**config.mk**
```make
export PLATFORM = sky130hd
export DESIGN_NAME = uart_tx_drain_flat
export DESIGN_NICKNAME = d
export VERILOG_FILES = /design/src/rtl/uart_pkg.sv /design/src/rtl/uart_tx_drain_if.sv /design/src/rtl/uart_baud_gen.sv /design/src/rtl/uart_tx_drain.sv /design/src/flat_wrapper.sv
export SDC_FILE = /design/constraint.sdc
export NUM_CORES = 1
export LEC_CHECK = 0
export BUFFER_PORTS_ARGS = -buffer_cell sky130_fd_sc_hd__buf_2
export CORE_ASPECT_RATIO = 1.2
export CORE_MARGIN = 8
export CORE_UTILIZATION = 35
export DETAILED_ROUTE_END_ITERATION = 10
export GPL_ROUTABILITY_DRIVEN = 1
export GPL_TIMING_DRIVEN = 0
export SLEW_MARGIN = 10
export SYNTH_ARGS = -nofsm -noshare
export SYNTH_HDL_FRONTEND = slang
export SYNTH_HIERARCHICAL = 1
export SYNTH_SLANG_ARGS = --single-unit
```
**constraint.sdc**
```tcl
create_clock -name clk -period 2.15 [get_ports clk]
set_input_delay 0.43 -clock clk [delete_from_list [all_inputs] [get_ports clk]]
set_output_delay 0.43 -clock clk [all_outputs]
set_load 0.02 [all_outputs]
```
**src/rtl/uart_pkg.sv**
```systemverilog
// rtl/uart_pkg.sv - shared UART types, constants and helpers for the tx drain and rx fill
package uart_pkg;

    typedef enum logic [1:0] {UART_IDLE, UART_START, UART_DATA, UART_STOP} uart_state_t;

    localparam int UART_DATA_BITS = 8;

    function automatic int baud_width(input int divisor);
        return $clog2(divisor);
    endfunction

endpackage

```
**src/rtl/uart_tx_drain_if.sv**
```systemverilog
// rtl/uart_tx_drain_if.sv - FIFO read port, flow control and UART line of the tx drain
interface uart_tx_drain_if;

    logic       tx_enable;
    logic       fifo_empty;
    logic [7:0] fifo_read_data;
    logic       fifo_read_enable;
    logic       serial_tx;
    logic       busy;
    logic       tx_done;

    modport master (
        input  tx_enable,
        input  fifo_empty,
        input  fifo_read_data,
        output fifo_read_enable,
        output serial_tx,
        output busy,
        output tx_done
    );

    modport slave (
        output tx_enable,
        output fifo_empty,
        output fifo_read_data,
        input  fifo_read_enable,
        input  serial_tx,
        input  busy,
        input  tx_done
    );

endinterface

```
**src/rtl/uart_baud_gen.sv**
```systemverilog
// rtl/uart_baud_gen.sv - loadable baud down-counter, ticks at zero and reloads on load or tick
module uart_baud_gen #(
    parameter int WIDTH = 7
) (
    input  logic             clk,
    input  logic             reset,
    input  logic             load,
    input  logic [WIDTH-1:0] reload_value,
    output logic             tick,
    output logic [WIDTH-1:0] count
);

    assign tick = (count == '0);

    always_ff @(posedge clk) begin
        if (reset) begin
            count <= '0;
        end else if (load || tick) begin
            count <= reload_value;
        end else begin
            count <= count - 1'b1;
        end
    end

endmodule

```
**src/rtl/uart_tx_drain.sv**
```systemverilog
// rtl/uart_tx_drain.sv - pops bytes from a show-ahead FIFO and sends them as 8N1/8N2 UART frames
module uart_tx_drain
    import uart_pkg::*;
#(
    parameter int DIVISOR   = 104,
    parameter int STOP_BITS = 1
) (
    input  logic            clk,
    input  logic            reset,
    uart_tx_drain_if.master bus
);

    localparam int            BW        = baud_width(DIVISOR);
    localparam logic [BW-1:0] RELOAD    = BW'(DIVISOR - 1);
    localparam logic [BW-1:0] LAST_TICK = BW'(1);
    localparam logic [2:0]    LAST_DATA = 3'(UART_DATA_BITS - 1);
    localparam logic [2:0]    LAST_STOP = 3'(STOP_BITS - 1);

    generate
        if (STOP_BITS != 1 && STOP_BITS != 2) begin : g_bad_stop_bits
            $error("uart_tx_drain: STOP_BITS must be 1 or 2");
        end
    endgenerate

    uart_state_t               state;
    logic [UART_DATA_BITS-1:0] shift;
    logic [2:0]                bit_cnt;
    logic                      serial_tx_q;
    logic                      busy_q;
    logic                      tx_done_q;
    logic                      pop;
    logic                      tick;
    logic [BW-1:0]             baud_cnt;

    // The pop doubles as the baud counter load so the start bit is exactly DIVISOR cycles.
    assign pop = (state == UART_IDLE) && !bus.fifo_empty && bus.tx_enable;

    uart_baud_gen #(.WIDTH(BW)) u_baud (
        .clk          (clk),
        .reset        (reset),
        .load         (pop),
        .reload_value (RELOAD),
        .tick         (tick),
        .count        (baud_cnt)
    );

    always_ff @(posedge clk) begin
        if (reset) begin
            state       <= UART_IDLE;
            shift       <= '0;
            bit_cnt     <= '0;
            serial_tx_q <= 1'b1;
            busy_q      <= 1'b0;
            tx_done_q   <= 1'b0;
        end else begin
            tx_done_q <= 1'b0;
            case (state)
                UART_IDLE: begin
                    if (pop) begin
                        shift       <= bus.fifo_read_data;
                        bit_cnt     <= '0;
                        serial_tx_q <= 1'b0;
                        busy_q      <= 1'b1;
                        state       <= UART_START;
                    end
                end
                UART_START: begin
                    if (tick) begin
                        serial_tx_q <= shift[0];
                        shift       <= shift >> 1;
                        state       <= UART_DATA;
                    end
                end
                UART_DATA: begin
                    if (tick) begin
                        if (bit_cnt == LAST_DATA) begin
                            serial_tx_q <= 1'b1;
                            bit_cnt     <= '0;
                            state       <= UART_STOP;
                        end else begin
                            serial_tx_q <= shift[0];
                            shift       <= shift >> 1;
                            bit_cnt     <= bit_cnt + 3'd1;
                        end
                    end
                end
                UART_STOP: begin
                    // Registered one cycle early so the pulse lands on the final stop cycle.
                    if (bit_cnt == LAST_STOP && baud_cnt == LAST_TICK) begin
                        tx_done_q <= 1'b1;
                    end
                    if (tick) begin
                        if (bit_cnt == LAST_STOP) begin
                            busy_q <= 1'b0;
                            state  <= UART_IDLE;
                        end else begin
                            bit_cnt <= bit_cnt + 3'd1;
                        end
                    end
                end
                default: state <= UART_IDLE;
            endcase
        end
    end

    assign bus.fifo_read_enable = pop;
    assign bus.serial_tx        = serial_tx_q;
    assign bus.busy             = busy_q;
    assign bus.tx_done          = tx_done_q;

endmodule

```
**src/flat_wrapper.sv**
```systemverilog
// flat-port wrapper written by rule: the top's interface ports become plain ports
module uart_tx_drain_flat import uart_pkg::*;
#(
    parameter int DIVISOR   = 104,
    parameter int STOP_BITS = 1
)
  (clk, reset, bus_tx_enable, bus_fifo_empty, bus_fifo_read_data, bus_fifo_read_enable, bus_serial_tx, bus_busy, bus_tx_done);
  uart_tx_drain_if bus_i ();
  input  logic clk;
  input  logic reset;
  input wire logic [$bits(bus_i.tx_enable)-1:0] bus_tx_enable;
  input wire logic [$bits(bus_i.fifo_empty)-1:0] bus_fifo_empty;
  input wire logic [$bits(bus_i.fifo_read_data)-1:0] bus_fifo_read_data;
  output wire logic [$bits(bus_i.fifo_read_enable)-1:0] bus_fifo_read_enable;
  output wire logic [$bits(bus_i.serial_tx)-1:0] bus_serial_tx;
  output wire logic [$bits(bus_i.busy)-1:0] bus_busy;
  output wire logic [$bits(bus_i.tx_done)-1:0] bus_tx_done;
  assign bus_i.tx_enable = bus_tx_enable;
  assign bus_i.fifo_empty = bus_fifo_empty;
  assign bus_i.fifo_read_data = bus_fifo_read_data;
  assign bus_fifo_read_enable = bus_i.fifo_read_enable;
  assign bus_serial_tx = bus_i.serial_tx;
  assign bus_busy = bus_i.busy;
  assign bus_tx_done = bus_i.tx_done;
  uart_tx_drain #(.DIVISOR(DIVISOR), .STOP_BITS(STOP_BITS)) u_core (.clk(clk), .reset(reset), .bus(bus_i));
endmodule
```
Word-level counts from Yosys, hierarchy flattened
Index checks and enable logic that the tools add are counted.

cells by class
  add/sub/neg operators = 2
  equal/unequal tests = 13
  muxes and demuxes = 29
  bitwise operators = 1
  reductions and logical operators = 18

operators with widths
  operator               number
  $mux W8                4
  $pmux W8 S3            1
  $mux W3                5
  $mux W2                6
  $ne A2 B2 Y1 const B   6
  $reduce_and A5 Y1      2
  $pmux W3 S3            1
  $mux W1                8
  $pmux W2 S4            1
  $reduce_and A4 Y1      2
  $eq A7 B1 Y1 const B   1
  $logic_not A7 Y1       1
  $mux W7                1
  $sub A7 B1 Y7 const B  1
  $reduce_and A6 Y1      1
  $reduce_bool A3 Y1     2
  $eq A2 B2 Y1 const B   2
  $ne A2 B1 Y1 const B   2
  $reduce_or A2 Y1       2
  $add A3 B1 Y3 const B  1
  $eq A3 B3 Y1 const B   1
  $logic_and A1 B1 Y1    3
  $logic_not A3 Y1       1
  $pmux W1 S3            1
  other kinds (7)        7

word-level totals
  register bits after elaboration = 23
  input bits = 12
  word-level logic and storage cells = 71

Longest topological paths before layout
Gate-level depths: netlist of run 1.

  depth after elaboration = 5
  mapped depth = 8
  mapped depth without buffers = 8

Hierarchy
The synthesis of run 1 kept the hierarchy.

by module, submodules not included
  module         instances  cells an instance  area an instance (um^2)  seq. area each (um^2)
  uart_tx_drain  1          107                1,076.0                  320.3
  uart_baud_gen  1          54                 491.7                    140.1

Worst setup path after synthesis of run 1
No wires, ideal clock.

  path type = reg2reg
  start = reg u_core.state[1]
  end = reg u_core.u_baud.count[0]
  library setup time = 0.121 ns
  data arrival time = 1.839 ns
  required time = 2.029 ns
  slack = 0.190 ns
  cell stages (with the launch flop) = 8
  buffers on the path = 1
  period minus slack after synthesis = 1.960 ns
  cell sequence = dfxtp_1 > inv_1 > ha_1 > inv_1 > nor2_1 > clkbuf_1 > a21oi_2 > mux2_4

on the way
  word-level cells in the longest chain between the ends = 5

ends and longest elaborated chain
  element                           RTL line             text
  from (decl)                       uart_tx_drain.sv:25  uart_state_t state;
  from (signal assigned)            uart_tx_drain.sv:49  state <= UART_IDLE;
  from (signal assigned)            uart_tx_drain.sv:64  state <= UART_START;
  from (signal assigned)            uart_tx_drain.sv:71  state <= UART_DATA;
  $logic_not A2 Y1                  uart_tx_drain.sv:36  assign pop = (state == UART_IDLE) && !bus.fifo_empty && bus.tx_enable;
  $logic_and A1 B1 Y1 (2 in a row)  uart_tx_drain.sv:36
  named net bus_fifo_read_enable    flat_wrapper.sv:14   output wire logic [$bits(bus_i.fifo_read_enable)-1:0] bus_fifo_read_enable;
  $logic_or A1 B1 Y1                uart_baud_gen.sv:18  end else if (load || tick) begin
  $mux W7                           uart_baud_gen.sv:18
  to (signal assigned)              uart_baud_gen.sv:19  count <= reload_value;
  to (signal assigned)              uart_baud_gen.sv:21  count <= count - 1'b1;
  to (decl)                         uart_baud_gen.sv:10  output logic [WIDTH-1:0] count

The timed path passes the listed nets, and every way through them passes these cells.
A chain may end at the register's enable or synchronous reset.

Final worst setup path of run 1
  start = reg u_core.u_baud.count[0]
  end = reg u_core.state[0]

on the way
  word-level cells in the longest chain between the ends = 3
  elaborated cells between the ends (all ways) = 5
  those cells by class = eq/ne (3); reduce/logical (2)

ends and longest elaborated chain
  element                          RTL line             text
  $logic_not A7 Y1 (*)             uart_baud_gen.sv:13  assign tick = (count == '0);
  named net u_core.tick            uart_tx_drain.sv:32  logic tick;
  $ne A2 B2 Y1 (no line)           -
  $reduce_and A6 Y1 (no line) (*)  -

The timed path passes the listed nets; every way through them passes the cells marked *.

==> results.json, run 1 <==
{
  "avgSynthCellArea_um2": 9.738,
  "final_nets": 212,
  "synth_edf_count": 0,
  "cts_tree": "yes",
  "r2r_slack_ns": 0.18,
  "synthTopCellsByCount": "dfxtp_1, a21oi_1, ha_1",
  "required_ns": 2.33,
  "htree_levels": 1,
  "clk_latency_ns": 0.26,
  "netlist_area_um2": 1568,
  "status": "finished clean",
  "ys.flop_type": "dfxtp_1",
  "dp_cells": 238,
  "initial_utilization_pct": 36.51,
  "r2r-start": "u_core/u_baud/count[0]$_SDFF_PP0_",
  "ys_seq_elements": 23,
  "utilization_pct": 41.72,
  "rsz0062_at_grt": "no",
  "setup_tns_ns": 0,
  "grt_overflow": 0,
  "fp.dieW_um": 77.10,
  "finalWirelength_um": 3210,
  "drtIter0Drc": 60,
  "drc": 0,
  "row_count": 26,
  "clock_sinks": 23,
  "synth_top_cell_by_area": "dfxtp_1",
  "finalCriticalPeriod_ns": 1.975,
  "hold_violations": 0,
  "end_kind": "flip-flop",
  "area_growth_pct": 14.29,
  "ys_seq_area_share_pct": 29.37,
  "crit_arrival_ns": 2.16,
  "n_antenna_cell": 0,
  "drtAntennaViolNets": 0,
  "grt_max_degree": 14,
  "clockRootBuffer": "clkbuf_8",
  "worst_r2r_path_depth": 8,
  "dieArea_um2": 6886,
  "port_buffers": 15,
  "firstDrtPassIters": 4,
  "p_leak_nw": 0.7795,
  "drv_cap": 0,
  "io_pins": 16,
  "worst-setup-path-type": "flip-flop to flip-flop",
  "hold_buffers": 0,
  "layout-drive-gt1-share_pct": 25.13,
  "setup_viol": 0,
  "r2r_end": "u_core/state[0]$_SDFFE_PP0P_",
  "maxClockFrequency_mhz": 506.4,
  "drv_slew": 0,
  "fillers": 441,
  "period_share_pct": 91.85,
  "finalNonFillerCells": 243,
  "grt_use_total_pct": 9.658,
  "min_path_type": "primary input to flip-flop",
  "grt_pass1_vias": 1193,
  "via_per_inst": 5.000,
  "hold_path_depth": 2,
  "min_to": "u_core/shift[7]$_SDFFE_PP0P_",
  "coreArea_um2": 4294,
  "fp.dieH_um": 89.32,
  "cp_max_fo": 6,
  "clockBufferDepth": 2,
  "netlist_instances": 161,
  "antenna_found_initial": 0,
  "peakVddDrop_mv": 0.6543,
  "netlist_top_cells_area": "dfxtp_1, ha_1, a311oi_2",
  "wl_per_cell_um": 13.21,
  "start_kind": "flip-flop",
  "p_per_area_nw_per_um2": 1495,
  "path_clk_slew_ns": 0.09,
  "skew_ns": 0.001435,
  "yosys.area.top_type_share_pct": 29.37,
  "yosysWarnings": 6,
  "async_flop_share_pct": 0,
  "synth.most_common_cell": "dfxtp_1",
  "ys_types": 51,
  "min-delay-start": "bus_fifo_read_data[7]",
  "grt_pass1_wl_um": 5526,
  "dpl.hpwl_um": 2354,
  "cts_buffers": 3,
  "vias": 1215,
  "routabilityCongestion": 0.8206
}
placed cells by master (no fill, tap or decap), types with 2 or more instances in the layout:
cell and instances:
mux2_4 2, nand2_1 8, ha_1 12, a211oi_1 4, a21oi_2 3, nor4_1 3, conb_1 8, clkbuf_2 2
buf_6 3, a41o_1 2, buf_4 2, nor2_1 11, nand2b_1 2, nor2b_1 6, a311oi_2 8, buf_2 16
clkbuf_8 3, mux2i_1 11, dfxtp_1 23, nand3b_1 2, o211ai_1 3, a21oi_1 12, inv_1 11
worst max-delay path by stage:
| stage | startpoint | end | depth (start not counted) |
|---|---|---|---|
| 5_1_grt | u_core/u_baud/count[0]$_SDFF_PP0_ | u_core/shift[6]$_SDFFE_PP0P_ | 8 |
| 4_1_cts | u_core/u_baud/count[0]$_SDFF_PP0_ | u_core/state[0]$_SDFFE_PP0P_ | 8 |
| 3_3_place_gp | u_core/u_baud/count[0]$_SDFF_PP0_ | u_core/state[1]$_SDFFE_PP0P_ | 8 |
| 3_5_place_dp | u_core/u_baud/count[0]$_SDFF_PP0_ | u_core/state[0]$_SDFFE_PP0P_ | 8 |
| 6_report | u_core/u_baud/count[0]$_SDFF_PP0_ | u_core/state[0]$_SDFFE_PP0P_ | 8 |
| 2_1_floorplan | u_core/state[1]$_SDFFE_PP0P_ | u_core/u_baud/count[0]$_SDFF_PP0_ | 7 |
registers in the layout, summed over array words and instances, names as in the netlist:
register              count
u_core/state              2
u_core/bus.serial_tx      1
u_core/bus.tx_done        1
u_core/u_baud/count       7
u_core/shift              8
u_core/bus.busy           1
u_core/bit_cnt            3
routing by layer:
| metal | wire length (um) | share of wire [%] | GRT usage (%) |
|---|---|---|---|
| met1 | 1579 | 49 | 11.86 |
| met2 | 1497 | 47 | 16.63 |
| met3 | 93 | 2.9 | 1.610 |
| met4 | 39 | 1.2 | 3.608 |
| met5 | 0 | 0 | 0 |
cell type report:
class / count / area [um^2] / share of cell area (%)
timing repair buffer: 16 / 82.58 / 4.609
buffer: 8 / 60.06 / 3.352
clock buffer: 3 / 41.29 / 2.304
tap: 56 / 70.07 / 3.911
inverter: 12 / 45.04 / 2.514
multi-input combinational: 124 / 1027 / 57.33
clock inverter: 1 / 5.005 / 0.2793
sequential: 23 / 460.4 / 25.70
per-stage QoR:
step	setup WS, ns	instance area (um^2)	hold WS (ns)	power, mW
finish	0.1752	1792	0.4114	2.679
floorplan	0.1896	1590	0.4553	2.096
CTS	0.03653	1782	0.4138	2.671
global placement	0.05484	1735	0.4723	2.369
global route	0.001687	1792	0.4118	2.897
detailed placement	0.07785	1735	0.4771	2.387
repair_timing:
action | in CTS | in global routing
gates resized for setup | 0 | 3
endpoints found under the setup margin | 0 | 13
buffers inserted | 0 | 1
cells by family (layout without fill, tap and decap cells):
family                     after synthesis  after routing  synth area share [%]
adders and majority gates               12             12                 9.577
other                                    2              8                0.4790
DFF                                     23             23                 29.37
buffers and inverters                   20             40                 6.623
muxes                                   14             14                 9.657
and+or+nand+nor                         43             43                 16.52
xor gates and xnor gates                 2              2                 1.118
AOI/OAI and AO/OA                       45             45                 26.66
where the power goes:
part	switching, mW	internal, mW
combinational	0.861	0.769
clock	0.150	0.129
sequential	0.173	0.597
total	1.18	1.50
worst max-delay path, cell delays in order (launching register included):
cell and delay (ns):
dfxtp_1 0.37, inv_1 0.09, ha_1 0.22, nor3b_4 0.27, and2_2 0.25, nand3b_1 0.10, a21oi_2 0.24, a21oi_1 0.11
a311oi_2 0.24
Power figures use the tool's default switching activity.
==> run 2: changes to the inputs <==
--- a/config.mk
+++ b/config.mk
@@ -6,13 +6,15 @@
 export NUM_CORES = 1
 export LEC_CHECK = 0
 export BUFFER_PORTS_ARGS = -buffer_cell sky130_fd_sc_hd__buf_2
+export CELL_PAD_IN_SITES_DETAIL_PLACEMENT = 0
+export CELL_PAD_IN_SITES_GLOBAL_PLACEMENT = 1
 export CORE_ASPECT_RATIO = 1.2
 export CORE_MARGIN = 8
 export CORE_UTILIZATION = 35
 export DETAILED_ROUTE_END_ITERATION = 10
 export GPL_ROUTABILITY_DRIVEN = 1
 export GPL_TIMING_DRIVEN = 0
-export SLEW_MARGIN = 10
+export PLACE_DENSITY_LB_ADDON = 0.1
 export SYNTH_ARGS = -nofsm -noshare
 export SYNTH_HDL_FRONTEND = slang
 export SYNTH_HIERARCHICAL = 1
==> run 2 against run 1 <==
Hold slack got worse by 0.010 ns. Die area stayed put. Total power is 0.99% higher. Largest power group unchanged. Non-clock buffer count stayed put. Final area up 0.42%.
==> results.json, run 2 (synthesized netlist as in run 1, its figures left out) <==
{
  "rsz0062_at_grt": "no",
  "hold_buffers": 0,
  "grt_pass1_wl_um": 6154,
  "coreArea_um2": 4294,
  "cts_tree": "yes",
  "finalCriticalPeriod_ns": 1.957,
  "htree_levels": 1,
  "critical_path.top_delay_family": "buffers and inverters",
  "maxClockFrequency_mhz": 511.1,
  "port_buffers": 15,
  "critical-path-max-stage-delay_ns": 0.36,
  "finalWirelength_um": 3474,
  "routabilityCongestion": 0.7387,
  "firstDrtPassIters": 4,
  "fillers": 455,
  "layout-drive-gt1-share_pct": 25.13,
  "grt_overflow": 0,
  "largest_reg_flops": 8,
  "crit_slowest_cell": "dfxtp_1",
  "final_cell_mix": "dfxtp_1, buf_2, a21oi_1, ha_1",
  "required_ns": 1.72,
  "reg.largest.list": "u_core/shift x8, u_core/u_baud/count x7, u_core/bit_cnt x3",
  "grt_max_degree": 14,
  "cts_buffers": 3,
  "wl_per_cell_um": 14.30,
  "drtAntennaViolNets": 0,
  "start_kind": "flip-flop",
  "setup_slack_ns": 0.1932,
  "clockBufferDepth": 2,
  "period_share_pct": 91.01,
  "drc": 0,
  "area_growth_pct": 14.76,
  "final_common_cell": "dfxtp_1",
  "grt_use_total_pct": 11.07,
  "row_count": 26,
  "grt_pass1_vias": 1291,
  "fp.dieW_um": 77.10,
  "via_per_inst": 5.119,
  "antenna_found_initial": 0,
  "holdWs_ns": 0.4013,
  "crit_arrival_ns": 1.53,
  "clock_sinks": 23,
  "initial_utilization_pct": 36.51,
  "min_path_type": "primary input to flip-flop",
  "drv_cap": 0,
  "p_total_mw": 2.706,
  "clk_latency_ns": 0.27,
  "path_clk_slew_ns": 0.09,
  "n_antenna_cell": 0,
  "dpl_cell_area_um2": 1735,
  "p_per_area_nw_per_um2": 1504,
  "cpMostUsedCell": "inv_1",
  "dp_cells": 238,
  "hold_violations": 0,
  "path_buf_inv": 3,
  "dieArea_um2": 6886,
  "stdcell_area_um2": 1799,
  "clockRootBuffer": "clkbuf_8",
  "vias": 1244,
  "io_pins": 16,
  "finalNonFillerCells": 243,
  "cp_max_fo": 5,
  "p_leak_nw": 0.7818,
  "dpl.hpwl_um": 2628,
  "setup_viol": 0,
  "fp.dieH_um": 89.32,
  "skew_ns": 0.006307,
  "end_kind": "output pin",
  "utilization_pct": 41.90,
  "drtIter0Drc": 34,
  "place_ws_ns": -0.002012,
  "peakVddDrop_mv": 0.5301,
  "status": "finished clean",
  "setup_tns_ns": 0,
  "drv_slew": 0,
  "final_nets": 212,
  "path_cells": "inv_1 > ha_1 > inv_1 > nor2_1 > buf_2",
  "worst-setup-path-type": "flip-flop to output pin",
  "top_register": "u_core/shift"
}
[run 2: worst paths after layout]
kind,start,to,slack (ns),cells after the start
worst min register to register,u_core/bit_cnt[0]$_SDFFE_PP0P_,u_core/bit_cnt[0]$_SDFFE_PP0P_,0.50,2
worst max-delay path,u_core/state[0]$_SDFFE_PP0P_,bus_fifo_read_enable,0.19,5
worst min-delay path,bus_fifo_read_data[7],u_core/shift[7]$_SDFFE_PP0P_,0.40,2
worst max register to register,u_core/u_baud/count[0]$_SDFF_PP0_,u_core/state[1]$_SDFFE_PP0P_,0.21,8
[run 2: layout make-up]
class | count | area, um^2 | area share (%)
flip-flops and latches | 23 | 460.4 | 25.59
clock inverters | 1 | 5.005 | 0.2782
inverters | 12 | 45.04 | 2.503
repair buffers | 16 | 82.58 | 4.590
multi-input cells | 124 | 1035 | 57.51
well taps | 56 | 70.07 | 3.894
plain buffers | 8 | 60.06 | 3.338
clock buffers | 3 | 41.29 | 2.295
[run 2: per-layer routing]
metal / part of all wire [%] / GRT usage, %
met2: 49 / 19.88
met5: 0 / 0
met3: 4.7 / 2.817
met1: 45 / 12.42
met4: 1.1 / 4.124
[run 2: worst register-to-register path: stages, from the launching register on]
cell and delay (ns):
dfxtp_1 0.37, inv_1 0.10, ha_1 0.21, nor3b_4 0.24, and2_2 0.24, nand3b_1 0.15
a21oi_4 0.23, a211oi_1 0.10, a41o_1 0.21
[run 2: repair_timing]
item,4_1_cts,5_1_grt
pin swaps,0,0
setup endpoints to repair,2,6
buffers inserted,1,0
gates resized for setup,0,4
[run 2: where the power goes]
group          internal, mW  total [mW]  leakage (nW)  switching [mW]
logic                 0.772        1.66         0.567           0.889
clock network         0.129       0.272        0.0255           0.143
registers             0.597       0.773         0.190           0.176
